File: src/rtl/data_memory_dumper_pkg.sv
// Shared debug-unit FSM codes for the data-memory dump stage.
// The numeric values are fixed so that other debug-unit blocks can decode them.
package data_memory_dumper_pkg;

  typedef enum logic [2:0] {
    ST_IDLE = 3'd0,
    ST_REQ  = 3'd1,
    ST_WAIT = 3'd2,
    ST_SEND = 3'd3,
    ST_DONE = 3'd4
  } dump_state_e;

endpackage

File: src/rtl/data_memory_dumper.sv
// Walks the data memory from address 0 to MEMORY_DEPTH-1 through its debug read port
// and streams each byte to the UART TX path over a valid/ready handshake.
module data_memory_dumper #(
  parameter int MEMORY_WIDTH = 8,
  parameter int MEMORY_DEPTH = 128,
  parameter int NB_ADDR      = 7
) (
  input  logic                    i_clock,
  input  logic                    i_reset_n,
  input  logic                    i_start,
  input  logic                    i_abort,
  output logic                    o_mem_read_enable,
  output logic [NB_ADDR-1:0]      o_mem_read_address,
  input  logic [MEMORY_WIDTH-1:0] i_mem_byte_data,
  output logic [MEMORY_WIDTH-1:0] o_tx_data,
  output logic                    o_tx_valid,
  input  logic                    i_tx_ready,
  output logic                    o_busy,
  output logic                    o_done
);
  import data_memory_dumper_pkg::*;

  // Terminal compare is against the real depth, so the counter never wraps.
  localparam logic [NB_ADDR-1:0] LAST_ADDR = NB_ADDR'(MEMORY_DEPTH - 1);

  dump_state_e             state;
  dump_state_e             state_next;
  logic [NB_ADDR-1:0]      addr;
  logic [MEMORY_WIDTH-1:0] tx_data;
  logic                    at_last;
  logic                    accepted;

  assign at_last  = (addr == LAST_ADDR);
  assign accepted = (state == ST_SEND) && i_tx_ready;

  // NOTE: sequential state uses non-blocking assignments so every register
  // samples the pre-edge values of the others.
  always_ff @(posedge i_clock or negedge i_reset_n) begin
    if (!i_reset_n) begin
      state <= ST_IDLE;
    end else begin
      state <= state_next;
    end
  end

  // NOTE: state_next is defaulted before the case so no path leaves it
  // unassigned, which would otherwise infer a latch.
  always_comb begin
    state_next = state;
    if (i_abort) begin
      state_next = ST_IDLE;
    end else begin
      case (state)
        ST_IDLE: if (i_start) state_next = ST_REQ;
        ST_REQ:  state_next = ST_WAIT;
        ST_WAIT: state_next = ST_SEND;
        ST_SEND: if (i_tx_ready) state_next = at_last ? ST_DONE : ST_REQ;
        ST_DONE: state_next = ST_IDLE;
        default: state_next = ST_IDLE;
      endcase
    end
  end

  always_ff @(posedge i_clock or negedge i_reset_n) begin
    if (!i_reset_n) begin
      addr <= '0;
    end else if (!i_abort) begin
      if (state == ST_IDLE && i_start) begin
        addr <= '0;
      end else if (accepted && !at_last) begin
        addr <= addr + NB_ADDR'(1);
      end
    end
  end

  // The memory byte is only valid in the cycle after the read enable.
  always_ff @(posedge i_clock or negedge i_reset_n) begin
    if (!i_reset_n) begin
      tx_data <= '0;
    end else if (state == ST_WAIT && !i_abort) begin
      tx_data <= i_mem_byte_data;
    end
  end

  assign o_mem_read_enable  = (state == ST_REQ);
  assign o_mem_read_address = addr;
  assign o_tx_data          = tx_data;
  assign o_tx_valid         = (state == ST_SEND);
  assign o_busy             = (state == ST_REQ) || (state == ST_WAIT) || (state == ST_SEND);
  assign o_done             = (state == ST_DONE);

endmodule

File: config.mk
export PLATFORM = sky130hd
export DESIGN_NAME = data_memory_dumper
export DESIGN_NICKNAME = d
export VERILOG_FILES = /design/src/rtl/data_memory_dumper_pkg.sv /design/src/rtl/data_memory_dumper.sv
export SDC_FILE = /design/constraint.sdc
export NUM_CORES = 1
export LEC_CHECK = 0
export BUFFER_PORTS_ARGS = -buffer_cell sky130_fd_sc_hd__buf_4
export CORE_ASPECT_RATIO = 1.5
export CORE_MARGIN = 3
export CORE_UTILIZATION = 41
export CTS_CLUSTER_SIZE = 20
export DETAILED_ROUTE_END_ITERATION = 7
export PLACE_DENSITY = 0.7
export SYNTH_ARGS = -nofsm -noshare
export SYNTH_HDL_FRONTEND = slang
export SYNTH_SLANG_ARGS = --single-unit
File: constraint.sdc
create_clock -name i_clock -period 1.39 [get_ports i_clock]
set_input_delay 0.417 -clock i_clock [delete_from_list [all_inputs] [get_ports i_clock]]
set_output_delay 0.417 -clock i_clock [all_outputs]
set_load 0.005 [all_outputs]
Word level (Yosys, flattened, before mapping)
Cells that the tools add are included.

storage, ports and cells
  bits in registers = 18
  input bits = 13
  word-level logic and storage cells = 31

cells by class
  add/sub/neg operators = 1
  equal/unequal tests = 7
  reductions and logical operators = 12
  bitwise logic cells = 1
  muxes and demuxes = 7

operator list
  cell                                                   number
  two-way mux 7 bit                                      2
  two-way mux 3 bit                                      4
  case mux 3 bit (4 select lines)                        1
  adder 7 x 1 -> 7 bit, second input constant            1
  == test 7 bit, second input constant                   1
  == test 3 x 2 -> 1 bit, second input constant          2
  logical AND 1 bit                                      4
  AND reduction 2 bit                                    2
  == test 3 x 1 -> 1 bit, second input constant          1
  == test 3 bit, second input constant                   1
  zero test 3 bit                                        1
  inequality test 3 x 2 -> 1 bit, second input constant  1
  inequality test 3 bit, second input constant           1
  zero test 1 bit                                        2
  logical OR 1 bit                                       2
  nonzero test 2 bit                                     1
  inverter 1 bit                                         1

Depth between registers and ports, before layout
Gate-level depths: netlist of the first run.

  depth after elaboration = 5
  mapped depth = 6
  gate-level depth less buffers = 5

Worst setup path before layout of the first run
OpenSTA, ideal clock, no wires.

  path kind = input to register
  start point = input i_abort
  end point = register tx_data[0] (netlist: o_tx_data[0])
  required time = 1265 ps
  arrival = 1399 ps
  library setup time = 125 ps
  buffers on the path = 1
  cell stages on the path = 3
  slack = -134 ps
  cells stage by stage = clkbuf_1 -> nor4b_4 -> mux2_2

between the ends
  cells in the longest elaborated chain, start to end = 2

RTL lines
  element                 line                      source
  start: declaration      data_memory_dumper.sv:11  input logic i_abort,
  zero test 1 bit         data_memory_dumper.sv:80  end else if (state == ST_WAIT && !i_abort) begin
  logical AND 1 bit       data_memory_dumper.sv:80
  end signal: assignment  data_memory_dumper.sv:81  tx_data <= i_mem_byte_data;
  end: declaration        data_memory_dumper.sv:29  logic [MEMORY_WIDTH-1:0] tx_data;

No other way between the ends.
A chain may end at the register's enable or synchronous reset.

Worst setup path after layout of the first run
  start point = register state[1]
  end point = output o_tx_valid

between the ends
  cells in the longest elaborated chain, start to end = 1

RTL lines
  element                   line                      source
  start: declaration        data_memory_dumper.sv:26  dump_state_e state;
  start signal: assignment  data_memory_dumper.sv:42  state <= state_next;
  == test 3 x 2 -> 1 bit    data_memory_dumper.sv:88  assign o_tx_valid = (state == ST_SEND);
  end: declaration          data_memory_dumper.sv:16  output logic o_tx_valid,

No other way between the ends.

==> results of run 1 <==
## worst max-delay path, stage by stage, from the launching register on
cell and delay, ns:
sky130_fd_sc_hd__dfrtp_2 0.44, sky130_fd_sc_hd__buf_6 0.12, sky130_fd_sc_hd__and3b_2 0.24, sky130_fd_sc_hd__buf_6 0.12
## layout by cell type, fill, tap and decap left out, types with 3 or more instances in the layout
cell / netlist / layout
sky130_fd_sc_hd__buf_4: 0 / 44
sky130_fd_sc_hd__buf_6: 2 / 23
sky130_fd_sc_hd__clkbuf_4: 0 / 3
sky130_fd_sc_hd__dfrtp_1: 18 / 14
sky130_fd_sc_hd__dfrtp_2: 0 / 4
sky130_fd_sc_hd__mux2_4: 0 / 8
sky130_fd_sc_hd__nand2_1: 5 / 4
sky130_fd_sc_hd__nor2_1: 4 / 3
## flip-flops by register name (all words and copies together) (netlist names)
register / count
state: 3
o_mem_read_address: 7
o_tx_data: 8
## stage by stage
stage                     util (%)  area, µm²  hold WS [ns]  TNS, ns  power, mW
final                         80.6       1720         0.331    -2.93       2.01
after global routing          80.6       1720         0.331    -3.76       2.10
after CTS                     74.5       1590         0.330    -3.06       1.95
after detailed placement      63.2       1350         0.302   -0.948       1.41
after global placement        63.2       1350         0.298   -0.545       1.38
after floorplan                  -       1000         0.121   -0.695       1.05
## cells by family after synthesis
family / Yosys count / synth area share [%]
simple gates: 28 / 22.1
flops: 18 / 46.8
compound gates: 16 / 15.5
mux: 9 / 10.4
buf+inv: 6 / 4.03
fa+ha+maj: 1 / 1.30
## metal layers
metal	global-route usage (%)	part of all wire, %	routed length, µm
met4	8.79	2.5	82
met1	25.1	38	1240
met2	34.6	54	1770
met5	0	0	0
met3	4.66	5.2	171
## synth_stat cells, drive strengths merged, types with 2 or more instances
cell type,n
o31ai,2
nor4b,3
a31oi,2
nor3,4
buf,3
inv,2
nand3,3
o21ai,2
nand2,5
o211ai,4
nor2,4
nor2b,2
dfrtp,18
mux2,8
## layout make-up
| cell class | count | share of cell area, % |
|---|---|---|
| Multi-Input combinational cell | 54 | 34.4 |
| Sequential cell | 18 | 26.5 |
| Tap cell | 22 | 1.60 |
| Timing Repair Buffer | 68 | 34.9 |
| Inverter | 2 | 0.438 |
| Clock buffer | 4 | 2.12 |
## what timing repair did
action,4_1_cts,5_1_grt
gates resized for setup,28,21
setup endpoints to repair,21,25
hold buffers,1,0
pin swaps,9,9
setup buffers,14,6
endpoints found under the hold margin,18,0
## worst paths after layout
check	depth (start not counted)	slack, ns	startpoint	end
setup / recovery	3	-0.25	state[1]$_DFFE_PN0P_	o_tx_valid
hold / removal	2	0.33	i_mem_byte_data[1]	o_tx_data[1]$_DFFE_PN0P_
setup reg to reg	7	-0.21	state[1]$_DFFE_PN0P_	o_mem_read_address[1]$_DFFE_PN0P_
hold reg to reg	1	0.52	o_tx_data[6]$_DFFE_PN0P_	o_tx_data[6]$_DFFE_PN0P_
max in group asynchronous	2	0.67	i_reset_n	state[1]$_DFFE_PN0P_
min in group asynchronous	2	0.51	i_reset_n	o_mem_read_address[0]$_DFFE_PN0P_
## where the power goes
part | switching (mW) | internal (mW)
logic | 0.305 | 0.603
clock network | 0.179 | 0.160
registers | 0.0941 | 0.664
==> results_dict.tcl, run 1 <==
set metrics [dict create \
    first_global_vias 998 \
    firstDrtPassIters 5 \
    critical_path.endpoint_type "output pin" \
    die_h_um 65.4 \
    synth_seq_cells 18 \
    clock_insertion_delay_worst_skew_ns 0.31 \
    drt-vias-per-instance 5.78 \
    grt_overflow_total 0 \
    clock_sink_count 18 \
    relSlewSlack_pct 72.8 \
    gp_congestion 0.821 \
    post-route-drc-count 0 \
    arrival_time_at_the_worst_endpoint_ns 1.23 \
    worstSetupPathType "reg2out" \
    antenna_violating_nets_remaining 0 \
    routed_wirelength_mm 3.27 \
    synth-edff-count 0 \
    design.portCount 32 \
    postSynthCellCount 78 \
    leakage_power_of_the_design_nw 0.815 \
    synth.lib_cells_used.distinct 34 \
    initial_utilization_pct 45.3 \
    postSynthAreaPerCell_um2 12.4 \
    multi_input_area_um2 589 \
    power_density_nw_per_um2 1170 \
    place_worst_setup_slack_ns -0.126 \
    std_cell_rows 20 \
    status "finished with violations" \
    number_of_hold_violations_in_the_final_report 0 \
    drt_first_iter_violations 32 \
    diodes 0 \
    cts.htree.levels 1 \
    area_delta_synth_final_pct 78.1 \
    rsz0062_at_grt "true" \
    nFillCells 118 \
    fin_crit_ns 1.64 \
    mappedNetlistNets 92 \
    max_freq_ghz 0.608 \
    grt_max_degree 19 \
    vias 971 \
    clock_tree.root_cell "sky130_fd_sc_hd__clkbuf_4" \
    violations "setup timing" \
    grt_use_total_pct 20.9 \
    final.setup.worst_slack_ns -0.255 \
    worstMarginPinSlew_ns 0.407 \
    maximum_capacitance_violations 0 \
    postSynth.topFlopCell "sky130_fd_sc_hd__dfrtp_1" \
    worst_path_clk_slew_ns 0.12 \
    worst_clk_skew_ns 0.0121 \
    dp_hpwl_mm 1.76 \
    numPortBuffers 31 \
    synth_largest_type_area_fraction_pct 46.8 \
    synth_top_area_cell "sky130_fd_sc_hd__dfrtp_1" \
    top_post_synthesis_cells_by_area "sky130_fd_sc_hd__dfrtp_1, sky130_fd_sc_hd__mux2_2, sky130_fd_sc_hd__nor4b_4, sky130_fd_sc_hd__o211ai_4, sky130_fd_sc_hd__buf_6" \
    detail_route.wl_per_cell_um 19.4 \
    synth.yosys.warnings 0 \
    fin_crit_sh_pct 118 \
    place_inst 145 \
    global_route_wire_length_before_repair_mm 4.51 \
    hold_class "in2reg" \
    die-width_um 45.6 \
    cts_buffer_depth 2 \
    worst-endpoint-required_ns 0.97 \
    critical_path.max_fanout 2 \
    final-setup-viol-count 22 \
    synth_seq_area_share_pct 46.8 \
    mappedNetlistArea_um2 963 \
    final_layout_size_suffix_gt1_share_pct 71.2 \
    finish.net_count 161 \
    final_cells 168 \
    tritoncts "built" \
    cp-start-kind "flop" \
    floorplan.die_area_um2 2980 \
    ir_drop_v 0.000976 \
    seq_area_um2 455 \
    fraction_of_registers_with_async_set_or_reset_after_synthesis_pct 100 \
    core_um2 2130 \
    antenna_found_initial 0 \
    total_cts_buffers 3 \
    final-max-slew-violation-count 0 \
]
Power figures use the tool's default switching activity.
==> run 2, diff against run 1 <==
==> constraint.sdc (replaced) <==
create_clock -name i_clock -period 1.39 [get_ports i_clock]
set_input_delay 0.0695 -clock i_clock [delete_from_list [all_inputs] [get_ports i_clock]]
set_output_delay 0.0695 -clock i_clock [all_outputs]
set_load 0.005 [all_outputs]
==> run 2 against run 1 <==
  * The flow still finishes with violations (setup timing)
  * First-iteration DRC count is 66% lower
  * Hold slack worse by 0.24 ns
  * Register-to-register slack better by 0.17 ns
  * Critical endpoint is now o_mem_read_address[1]$_DFFE_PN0P_
  * Setup slack better by 0.21 ns
  * Non-clock buffer count decreased by 9
==> results_dict.tcl, run 2 (synthesized netlist as in run 1, its figures left out) <==
set metrics [dict create \
    first_global_vias 864 \
    design.portCount 32 \
    die_h_um 65.4 \
    violations "setup timing" \
    reg2reg_from "state[1]$_DFFE_PN0P_" \
    critical_register_to_register_path_endpoint "o_mem_read_address[1]$_DFFE_PN0P_" \
    vias 866 \
    grt_use_total_pct 17.0 \
    cts_buffer_depth 2 \
    fin_crit_ns 1.43 \
    firstDrtPassIters 4 \
    pwr-share-clk_pct 17.8 \
    final_layout_size_suffix_gt1_share_pct 58.4 \
    instance_count_on_the_critical_path 4 \
    die-width_um 45.6 \
    maximum_capacitance_violations 0 \
    critical_path.endpoint_type "flop" \
    ir_drop_v 0.000815 \
    worst-endpoint-required_ns 1.59 \
    grt_max_degree 19 \
    grt_overflow_total 0 \
    cp_top_family "flip-flops" \
    finish.net_count 152 \
    power_density_nw_per_um2 1200 \
    worst_path_clk_slew_ns 0.10 \
    antenna_found_initial 0 \
    worstSetupPathType "reg2reg" \
    final_cells 159 \
    p_int_mw 1.34 \
    post-route-drc-count 0 \
    drt_first_iter_violations 11 \
    diodes 0 \
    relSlewSlack_pct 77.4 \
    final_design_area_no_fill_um2 1560 \
    setup.worst_path.end "o_mem_read_address[1]$_DFFE_PN0P_" \
    total_cts_buffers 3 \
    std_cell_rows 20 \
    cts.htree.levels 1 \
    tritoncts "built" \
    hold_class "in2reg" \
    critical_path.max_fanout 4 \
    fin_setup_tns_ns -0.133 \
    final-max-slew-violation-count 0 \
    leakage_power_of_the_design_nw 0.729 \
    net_switching_power_mw 0.527 \
    timing.hold.ws_ns 0.0948 \
    worstHoldStart "i_abort" \
    critical_path_buf_inv_count 1 \
    numPortBuffers 31 \
    core_um2 2130 \
    number_of_hold_violations_in_the_final_report 0 \
    beginning_of_the_critical_path "state[1]$_DFFE_PN0P_" \
    initial_utilization_pct 45.3 \
    reg2reg_slack_ns -0.04 \
    final_cell_mix "sky130_fd_sc_hd__buf_4, sky130_fd_sc_hd__dfrtp_1, sky130_fd_sc_hd__dlygate4sd3_1" \
    detail_route.wl_per_cell_um 15.3 \
    dp_hpwl_mm 1.67 \
    seq_power_share_pct 40.8 \
    antenna_violating_nets_remaining 0 \
    worstMarginPinSlew_ns 0.338 \
    nFillCells 150 \
    timing.critical_path.cells "nor4b_4 > buf_4 > nor4b_2 > a221o_1" \
    fin_crit_sh_pct 103 \
    routed_wirelength_mm 2.44 \
    crit_path_max_incr_delay_ns 0.46 \
    final-setup-viol-count 5 \
    clock_insertion_delay_worst_skew_ns 0.30 \
    place_inst 142 \
    status "finished with violations" \
    final.setup.worst_slack_ns -0.0425 \
    placed_cell_area_um2 1320 \
    global_route_wire_length_before_repair_mm 3.79 \
    gp_congestion 0.811 \
    cp-start-kind "flop" \
    combPwrFrac_pct 41.4 \
    arrival_time_at_the_worst_endpoint_ns 1.63 \
    drt-vias-per-instance 5.45 \
    netSwitchingFraction_pct 28.2 \
    crit_path_top_delay_cell "sky130_fd_sc_hd__dfrtp_2" \
    clock_sink_count 18 \
    area_delta_synth_final_pct 61.8 \
    multi_input_area_um2 547 \
    power_mw 1.87 \
    rsz0062_at_grt "true" \
    largest_register_ffs 8 \
    worst_clk_skew_ns 0.00246 \
    layout.cells.most_common "sky130_fd_sc_hd__buf_4" \
    seq_area_um2 454 \
    floorplan.die_area_um2 2980 \
    clock_tree.root_cell "sky130_fd_sc_hd__clkbuf_4" \
    max_freq_ghz 0.698 \
    r2r.worst_path.cells 4 \
]
## run 2: area by class of cell
type                            instances  share of cell area, %
Clock buffer                            4                   2.33
Inverter                                2                  0.482
Multi-Input combinational cell         54                   35.1
Sequential cell                        18                   29.1
Tap cell                               22                   1.77
Timing Repair Buffer                   59                   31.2
## run 2: what timing repair did
action                     in CTS  in global routing
buffers inserted                1                  2
setup endpoints to repair      19                 20
pin swaps                       4                  4
hold endpoints to repair       24                  3
hold buffers                    7                  3
resized for setup               6                 17
## run 2: metal layers
| metal | GRT usage (%) | wire [µm] | vias up |
|---|---|---|---|
| met2 | 30.4 | 1320 | 31 |
| li1 | - | - | 409 |
| met1 | 19.1 | 948 | 421 |
| met4 | 6.59 | 42 | 0 |
| met5 | 0 | 0 | - |
| met3 | 2.47 | 130 | 5 |
## run 2: power groups by stage
stage | registers [mW] | logic [mW] | clock network [mW]
5_1_grt | 0.782 | 0.838 | 0.364
6_report | 0.764 | 0.775 | 0.333
3_3_place_gp | 0.757 | 0.607 | 0
3_5_place_dp | 0.768 | 0.625 | 0
4_1_cts | 0.756 | 0.673 | 0.340
2_1_floorplan | 0.768 | 0.264 | 0
## run 2: how the worst min path moves through the flow
| stage | endpoint | slack [ns] | cells past startpoint |
|---|---|---|---|
| after floorplan | o_mem_read_address[0]$_DFFE_PN0P_ | -0.23 | 0 |
| after global placement | o_tx_data[4]$_DFFE_PN0P_ | -0.05 | 1 |
| after detailed placement | o_tx_data[4]$_DFFE_PN0P_ | -0.05 | 1 |
| after CTS | o_tx_data[0]$_DFFE_PN0P_ | 0.0001 | 2 |
| after global routing | o_mem_read_address[1]$_DFFE_PN0P_ | 0.1 | 2 |
| final | o_mem_read_address[1]$_DFFE_PN0P_ | 0.09 | 2 |
## run 2: metrics by stage
step	utilization, %	worst slack (ns)
final	73.3	-0.0425
after global routing	73.3	-0.0981
after CTS	68.4	-0.0445
after detailed placement	62.0	-0.145
after global placement	62.0	-0.0288
after floorplan	-	-0.0458
## run 2: worst register-to-register path, cell delays in order, from the launching register on
cell	delay (ns)
sky130_fd_sc_hd__dfrtp_2	0.46
sky130_fd_sc_hd__nor4b_4	0.40
sky130_fd_sc_hd__buf_4	0.18
sky130_fd_sc_hd__nor4b_2	0.04
sky130_fd_sc_hd__a221o_1	0.25
